`src/rtl/apb_uart_req_pkg.sv`:
```
// Shared types and defaults for the APB requester that drives the UART register slave.
`timescale 1ns/1ps
package apb_uart_req_pkg;

  typedef enum logic [1:0] {
    IDLE   = 2'd0,
    SETUP  = 2'd1,
    ACCESS = 2'd2
  } apb_state_e;

  localparam int unsigned DEF_ADDR_W = 32;
  localparam int unsigned DEF_DATA_W = 32;
  localparam int unsigned TMO_CNT_W  = 16;

  // Response payload at the default data width (the requester builds the same
  // layout at its own DATA_W).
  typedef struct packed {
    logic [DEF_DATA_W-1:0] rdata;
    logic                  err;
    logic                  timeout;
  } apb_rsp_t;

endpackage

```
`src/rtl/apb_uart_requester.sv`:
```
// APB requester: turns one outstanding valid/ready command into an APB
// SETUP/ACCESS transfer, honours PREADY wait states, aborts on timeout and
// returns read data / error status on a held valid/ready response channel.
`timescale 1ns/1ps
module apb_uart_requester
  import apb_uart_req_pkg::*;
#(
  parameter int unsigned ADDR_W  = DEF_ADDR_W,
  parameter int unsigned DATA_W  = DEF_DATA_W,
  parameter int unsigned TIMEOUT = 256
) (
  input  logic              PCLK,
  input  logic              PRESET,
  // Command channel
  input  logic              cmd_valid,
  output logic              cmd_ready,
  input  logic              cmd_write,
  input  logic [ADDR_W-1:0] cmd_addr,
  input  logic [DATA_W-1:0] cmd_wdata,
  // Response channel
  output logic              rsp_valid,
  input  logic              rsp_ready,
  output logic [DATA_W-1:0] rsp_rdata,
  output logic              rsp_err,
  output logic              rsp_timeout,
  // APB pins
  output logic              PSELx,
  output logic              PENABLE,
  output logic              PWRITE,
  output logic [ADDR_W-1:0] PADDR,
  output logic [DATA_W-1:0] PWDATA,
  input  logic [DATA_W-1:0] PRDATA,
  input  logic              PREADY,
  input  logic              PSLVERR,
  // Debug view of the transfer FSM
  output apb_state_e        dbg_state_o
);

  // Handshakes: a beat moves on the rising edge where valid and ready are both
  // high. A producer holds valid and its payload stable until that edge; ready
  // may change freely. rsp_valid stays high, payload unchanged, until drained.

  typedef struct packed {
    logic [DATA_W-1:0] rdata;
    logic              err;
    logic              timeout;
  } rsp_t;

  localparam bit                   TMO_EN   = (TIMEOUT != 0);
  localparam logic [TMO_CNT_W-1:0] TMO_LAST = TMO_EN ? TMO_CNT_W'(TIMEOUT - 1) : '0;

  apb_state_e           state_q;
  logic                 psel_q;
  logic                 penable_q;
  logic                 pwrite_q;
  logic [ADDR_W-1:0]    paddr_q;
  logic [DATA_W-1:0]    pwdata_q;
  logic [TMO_CNT_W-1:0] tmo_cnt_q;
  logic                 rsp_valid_q;
  rsp_t                 rsp_q;
  logic                 cmd_fire;

  // Single outstanding transfer: accept only from IDLE with the response slot
  // empty or being drained on this same edge.
  assign cmd_ready = (state_q == IDLE) && (!rsp_valid_q || rsp_ready);
  assign cmd_fire  = cmd_valid && cmd_ready;

  // Transfer FSM, timeout counter and response register.
  always_ff @(posedge PCLK) begin
    if (PRESET) begin
      state_q     <= IDLE;
      psel_q      <= 1'b0;
      penable_q   <= 1'b0;
      pwrite_q    <= 1'b0;
      paddr_q     <= '0;
      pwdata_q    <= '0;
      tmo_cnt_q   <= '0;
      rsp_valid_q <= 1'b0;
      rsp_q       <= '0;
    end else begin
      if (rsp_valid_q && rsp_ready) begin
        rsp_valid_q <= 1'b0;
      end
      case (state_q)
        IDLE: begin
          if (cmd_fire) begin
            paddr_q   <= cmd_addr;
            pwrite_q  <= cmd_write;
            pwdata_q  <= cmd_write ? cmd_wdata : '0;
            psel_q    <= 1'b1;
            penable_q <= 1'b0;
            state_q   <= SETUP;
          end
        end
        SETUP: begin
          penable_q <= 1'b1;
          tmo_cnt_q <= '0;
          state_q   <= ACCESS;
        end
        ACCESS: begin
          if (PREADY) begin
            rsp_q.rdata   <= pwrite_q ? '0 : PRDATA;
            rsp_q.err     <= PSLVERR;
            rsp_q.timeout <= 1'b0;
            rsp_valid_q   <= 1'b1;
            psel_q        <= 1'b0;
            penable_q     <= 1'b0;
            state_q       <= IDLE;
          end else begin
            tmo_cnt_q <= tmo_cnt_q + 1'b1;
            // The counter holds the number of ACCESS cycles already spent, so
            // this fires at the end of the TIMEOUT-th unanswered ACCESS cycle.
            if (TMO_EN && (tmo_cnt_q == TMO_LAST)) begin
              rsp_q.rdata   <= '0;
              rsp_q.err     <= 1'b1;
              rsp_q.timeout <= 1'b1;
              rsp_valid_q   <= 1'b1;
              psel_q        <= 1'b0;
              penable_q     <= 1'b0;
              state_q       <= IDLE;
            end
          end
        end
        default: begin
          psel_q    <= 1'b0;
          penable_q <= 1'b0;
          state_q   <= IDLE;
        end
      endcase
    end
  end

  assign PSELx       = psel_q;
  assign PENABLE     = penable_q;
  assign PWRITE      = pwrite_q;
  assign PADDR       = paddr_q;
  assign PWDATA      = pwdata_q;
  assign rsp_valid   = rsp_valid_q;
  assign rsp_rdata   = rsp_q.rdata;
  assign rsp_err     = rsp_q.err;
  assign rsp_timeout = rsp_q.timeout;
  assign dbg_state_o = state_q;

endmodule

```
`config.mk`:
```
export PLATFORM = sky130hd
export DESIGN_NAME = apb_uart_requester
export DESIGN_NICKNAME = d
export VERILOG_FILES = /design/src/rtl/apb_uart_req_pkg.sv /design/src/rtl/apb_uart_requester.sv
export SDC_FILE = /design/constraint.sdc
export NUM_CORES = 1
export LEC_CHECK = 0
export CELL_PAD_IN_SITES_DETAIL_PLACEMENT = 0
export CELL_PAD_IN_SITES_GLOBAL_PLACEMENT = 1
export CORE_AREA = 2 2 129 118
export DETAILED_ROUTE_END_ITERATION = 16
export DIE_AREA = 0 0 131 120
export GPL_TIMING_DRIVEN = 1
export PLACE_DENSITY = 0.85
export SYNTH_ARGS = -nofsm -noshare
export SYNTH_HDL_FRONTEND = slang
export SYNTH_SLANG_ARGS = --single-unit
```
`constraint.sdc`:
```
create_clock -name PCLK -period 3.61 [get_ports PCLK]
set_input_delay 0.5415 -clock PCLK [delete_from_list [all_inputs] [get_ports PCLK]]
set_output_delay 0.5415 -clock PCLK [all_outputs]
set_load 0.005 [all_outputs]
```
==> results of run 1 <==
## layout by cell type, fill, tap and decap left out, types with 5 or more instances in the layout
cell and count:
dfxtp_1 119, o211ai_1 6, nor2_1 10, or4_1 6, clkdlybuf4s50_1 206, buf_4 8
clkbuf_16 17, nand3_1 37, nand2_1 108, a21oi_1 81, or3_1 5, a22o_1 32
## cells by family (layout without fill, tap and decap cells)
logic type,after synthesis,count (layout),share of synthesized area (%)
AO/OA/AOI/OAI,134,134,19.2
adder cells (fa/ha/maj),1,1,0.286
buffers and inverters,42,250,4.33
flip-flops,119,119,54.5
multiplexers,2,2,0.516
AND/OR/NAND/NOR,191,191,21.1
## final timing paths
check / slack [ns] / endpoint / start
setup / recovery: 1.24 / cmd_ready / rsp_ready
hold / removal: 0.45 / rsp_err / rsp_err
setup reg to reg: 1.59 / rsp_rdata[21] / tmo_cnt_q[10]
hold reg to reg: 0.45 / rsp_err / rsp_err
## per-layer routing
| layer | GRT usage [%] | vias to the layer above |
|---|---|---|
| li1 | - | 2112 |
| met1 | 20.5 | 1995 |
| met2 | 27.8 | 142 |
| met3 | 6.06 | 18 |
| met4 | 6.32 | 0 |
| met5 | 0 | - |
## state kept, by name, summed over array words and instances, names as in the netlist
| signal | cells |
|---|---|
| PADDR | 32 |
| PWDATA | 32 |
| rsp_rdata | 32 |
| tmo_cnt_q | 16 |
| PENABLE | 1 |
| PSELx | 1 |
| PWRITE | 1 |
| dbg_state_o | 1 |
| rsp_err | 1 |
| rsp_timeout | 1 |
| rsp_valid | 1 |
## where the power goes
| part | switching (mW) | internal (mW) | total, mW |
|---|---|---|---|
| logic | 0.163 | 0.231 | 0.395 |
| registers | 0.0305 | 1.37 | 1.40 |
| clock network | 0.630 | 0.988 | 1.62 |
## worst max-delay path: stages
cell and delay [ns]:
clkdlybuf4s50_1 0.45, nand2b_1 0.19, and2_1 0.15, clkdlybuf4s50_1 0.49
## synth_stat cells, types with 3 or more instances
library cell,count,share of area (%)
clkbuf_1,26,2.2
o21ai_0,4,0.46
nand2_1,108,9.3
nand3_1,38,4.4
o211ai_1,6,1.0
buf_2,4,0.46
a21oi_1,81,9.3
nor2_1,10,0.86
a22o_1,32,6.4
inv_1,3,0.26
buf_1,5,0.43
or4_1,6,1.0
nand2b_1,3,0.43
buf_6,3,0.77
dfxtp_1,119,55
or3_1,5,0.72
## cell type report
type	instances	area [sq um]	area share, %
clock buffers	19	453	6.33
repair buffers	215	2130	29.7
inverters	3	11.3	0.157
flip-flops and latches	119	2380	33.3
well taps	198	248	3.46
clock inverters	13	123	1.71
multi-input cells	328	1810	25.3
## metrics by stage
| step | utilization (%) | hold WS, ns |
|---|---|---|
| finish | 49.5 | 0.448 |
| global route | 49.5 | 0.465 |
| CTS | 49.5 | 0.450 |
| detailed placement | 45.5 | 0.442 |
| global placement | 45.5 | 0.432 |
| floorplan | - | 0.439 |
==> flow_metrics.env, run 1 <==
export IMPL_fp_dieArea_sq_um=15700
export IMPL_rsz0062_at_grt="false"
export IMPL_end_kind="output pin"
export IMPL_yosys_cell_types_count=43
export IMPL_drive_above_1_share_pct=7.89
export IMPL_critical_path_peak_fanout=4
export IMPL_grt_pass1_vias=4137
export IMPL_cts_tree="yes"
export IMPL_dieWidth_um=131
export IMPL_grtUsageTotal_pct=17.0
export IMPL_fin_crit_sh_pct=65.6
export IMPL_synth_edff_count=0
export IMPL_wire_per_inst_um=15.0
export IMPL_synth_seq_cells=119
export IMPL_stdcell_count=895
export IMPL_yosys_warnings=0
export IMPL_skew_ns=0.00732
export IMPL_m1WireLength_um=5790
export IMPL_final_min_clock_period_ns=2.37
export IMPL_drc_errors=0
export IMPL_cp_data_arrival_time_ns=1.83
export IMPL_htreeDepth=4
export IMPL_synthArstFlopShare_pct=0
export IMPL_syn_to_final_growth_pct=63.7
export IMPL_insertion_delay_ns=0.41
export IMPL_finalPower_mw=3.41
export IMPL_grt_max_degree=46
export IMPL_wl_um=13500
export IMPL_outcome="finished clean"
export IMPL_drtIter0Drc=298
export IMPL_grt_overflow=0
export IMPL_reg2reg_depth=5
export IMPL_powerDensity_nw_per_um2=477
export IMPL_viasPerCell=4.77
export IMPL_io_pins=208
export IMPL_tightest_slew_ns=0.698
export IMPL_rows=42
export IMPL_wl_met2_um=6450
export IMPL_place_ws_ns=1.08
export IMPL_port_buffers=207
export IMPL_antenna_found_initial=0
export IMPL_synth_area_sq_um=4370
export IMPL_root_buffer="clkbuf_16"
export IMPL_slew_headroom_pct=53.5
export IMPL_clk_pin_slew_worst_paths_ns=0.06
export IMPL_syn_avg_cell_area_sq_um=8.93
export IMPL_fin_area_sq_um=7150
export IMPL_fmax_mhz=422
export IMPL_hold_viol=0
export IMPL_nets=788
export IMPL_netlist_instances=489
export IMPL_cts_resized_gates=0
export IMPL_p_leak_nw=2.54
export IMPL_hold_class="flop to flop"
export IMPL_fin_tns_setup_ns=0
export IMPL_holdPathStages=2
export IMPL_setup_viol=0
export IMPL_synthFlopType="dfxtp_1"
export IMPL_grt_pass1_wl_um=20800
export IMPL_yosysSeqAreaShare_pct=54.5
export IMPL_cts_buffer_depth=2
export IMPL_drv_cap=0
export IMPL_dp_hpwl_um=9260
export IMPL_antennaDiodeCount=0
export IMPL_placed_cells=863
export IMPL_top_layer_used="met4"
export IMPL_vdd_drop_max_mv=0.335
export IMPL_critPathLaunchType="primary input"
export IMPL_dr_pass1_iters=4
export IMPL_cts_setup_buffers=0
export IMPL_start_util_pct=30.2
export IMPL_numClockSinks=119
export IMPL_via_count=4267
export IMPL_ant_nets=0
export IMPL_fillers=1337
export IMPL_setup_ws_ns=1.24
export IMPL_dieHeight_um=120
export IMPL_synth_nets=593
export IMPL_core_area_sq_um=14500
export IMPL_cts_made_buffers=17
export IMPL_crit_type="primary input to output pin"
export IMPL_placed_area_sq_um=6580
export IMPL_routabilityCongestion=0.771
export IMPL_ctsHoldBuffers=0
export IMPL_required_ns=3.07
export IMPL_slew_viol_final=0
export IMPL_met3_length_um=1030
Power figures use the tool's default switching activity.
==> inputs of run 2 (changes only) <==
--- a/config.mk
+++ b/config.mk
@@ -7,11 +7,11 @@
 export LEC_CHECK = 0
 export CELL_PAD_IN_SITES_DETAIL_PLACEMENT = 0
 export CELL_PAD_IN_SITES_GLOBAL_PLACEMENT = 1
-export CORE_AREA = 2 2 129 118
+export CORE_AREA = 2 2 133 122
 export DETAILED_ROUTE_END_ITERATION = 16
-export DIE_AREA = 0 0 131 120
+export DIE_AREA = 0 0 135 124
 export GPL_TIMING_DRIVEN = 1
-export PLACE_DENSITY = 0.85
+export PLACE_DENSITY = 0.81
 export SYNTH_ARGS = -nofsm -noshare
 export SYNTH_HDL_FRONTEND = slang
 export SYNTH_SLANG_ARGS = --single-unit
==> constraint.sdc (replaced) <==
create_clock -name PCLK -period 2.2 [get_ports PCLK]
set_input_delay 0.33 -clock PCLK [delete_from_list [all_inputs] [get_ports PCLK]]
set_output_delay 0.33 -clock PCLK [all_outputs]
set_load 0.005 [all_outputs]
==> flow_metrics.env, run 2 (same netlist as run 1, synthesis figures left out) <==
export IMPL_grt_max_degree=67
export IMPL_fin_area_sq_um=7230
export IMPL_clk_pin_slew_worst_paths_ns=0.06
export IMPL_grt_pass1_vias=4100
export IMPL_start_util_pct=28.6
export IMPL_dp_hpwl_um=9350
export IMPL_grtUsageTotal_pct=15.5
export IMPL_finalPower_mw=5.44
export IMPL_htreeDepth=4
export IMPL_viasPerCell=4.70
export IMPL_drtIter0Drc=159
export IMPL_numClockSinks=119
export IMPL_crit_type="flop to output pin"
export IMPL_cts_made_buffers=17
export IMPL_syn_to_final_growth_pct=65.4
export IMPL_holdPathStages=2
export IMPL_p_leak_nw=2.56
export IMPL_fp_dieArea_sq_um=16700
export IMPL_slew_viol_final=0
export IMPL_placed_area_sq_um=6680
export IMPL_end_kind="output pin"
export IMPL_rsz0062_at_grt="false"
export IMPL_cts_setup_buffers=0
export IMPL_layout_commonest_cell="clkdlybuf4s50_1"
export IMPL_drive_above_1_share_pct=8.94
export IMPL_rows=43
export IMPL_hold_viol=0
export IMPL_fin_crit_sh_pct=91.0
export IMPL_reg2reg_depth=5
export IMPL_powerDensity_nw_per_um2=753
export IMPL_wl_um=13200
export IMPL_r2r_slack_ns=0.22
export IMPL_insertion_delay_ns=0.41
export IMPL_via_count=4275
export IMPL_nets=796
export IMPL_required_ns=1.87
export IMPL_root_buffer="clkbuf_16"
export IMPL_hold_class="primary input to flop"
export IMPL_port_buffers=207
export IMPL_drc_errors=0
export IMPL_skew_ns=0.0142
export IMPL_antenna_found_initial=2
export IMPL_multiInputGateArea_sq_um=1810
export IMPL_whs_ns=0.257
export IMPL_critPathLaunchType="flop"
export IMPL_vdd_drop_max_mv=0.507
export IMPL_seqCellArea_sq_um=2380
export IMPL_core_area_sq_um=15300
export IMPL_grt_pass1_wl_um=20400
export IMPL_cp_data_arrival_time_ns=1.67
export IMPL_dr_pass1_iters=6
export IMPL_fmax_mhz=499
export IMPL_fillers=1463
export IMPL_io_pins=208
export IMPL_final_min_clock_period_ns=2.00
export IMPL_grt_overflow=0
export IMPL_critical_path_peak_fanout=9
export IMPL_final_cell_mix="clkdlybuf4s50_1 (206), dfxtp_1 (119), nand2_1 (108)"
export IMPL_ctsHoldBuffers=0
export IMPL_dieWidth_um=135
export IMPL_slew_headroom_pct=67.3
export IMPL_drv_cap=0
export IMPL_wire_per_inst_um=14.5
export IMPL_cts_tree="yes"
export IMPL_cts_buffer_depth=2
export IMPL_cts_resized_gates=0
export IMPL_tightest_slew_ns=0.491
export IMPL_ant_nets=0
export IMPL_routabilityCongestion=0.782
export IMPL_setup_viol=0
export IMPL_dieHeight_um=124
export IMPL_fin_tns_setup_ns=0
export IMPL_outcome="finished clean"
-- run 2: path summary, 6_finish.rpt --
path,startpoint,end
setup / recovery,PENABLE,cmd_ready
hold reg to reg,rsp_err,rsp_err
hold / removal,PRESET,PWDATA[27]
setup reg to reg,tmo_cnt_q[10],rsp_rdata[25]
-- run 2: power by group --
group / leakage, nW / switching (mW) / total (mW) / internal [mW]
Clock: 0.247 / 1.02 / 2.49 / 1.47
Combinational: 1.35 / 0.264 / 0.657 / 0.393
Sequential: 0.968 / 0.0492 / 2.29 / 2.24
-- run 2: final cells by class --
type	instances	area share, %
Antenna cell	2	0.0693
Clock buffer	18	6.08
Clock inverter	14	1.42
Inverter	3	0.156
Multi-Input combinational cell	328	25.0
Sequential cell	119	33.0
Tap cell	202	3.50
Timing Repair Buffer	223	30.8
-- run 2: layer usage --
metal	vias up	wire length (um)	track usage (%)
li1	2124	-	-
met1	1986	5730	18.6
met2	146	6250	25.0
met3	19	916	5.33
met4	0	297	7.55
met5	-	0	0
-- run 2: worst max-delay path, stage by stage (launching register included) --
cell and delay (ns):
dfxtp_1 0.38, nor2_1 0.23, and2_1 0.15, clkdlybuf4s50_1 0.50
-- run 2: per-stage QoR --
stage	std cells	utilization (%)	setup slack (ns)
after floorplan	489	-	0.409
after global placement	875	43.7	0.107
after detailed placement	875	43.7	0.0975
after CTS	907	47.3	0.168
after global routing	909	47.3	0.113
final	909	47.3	0.198
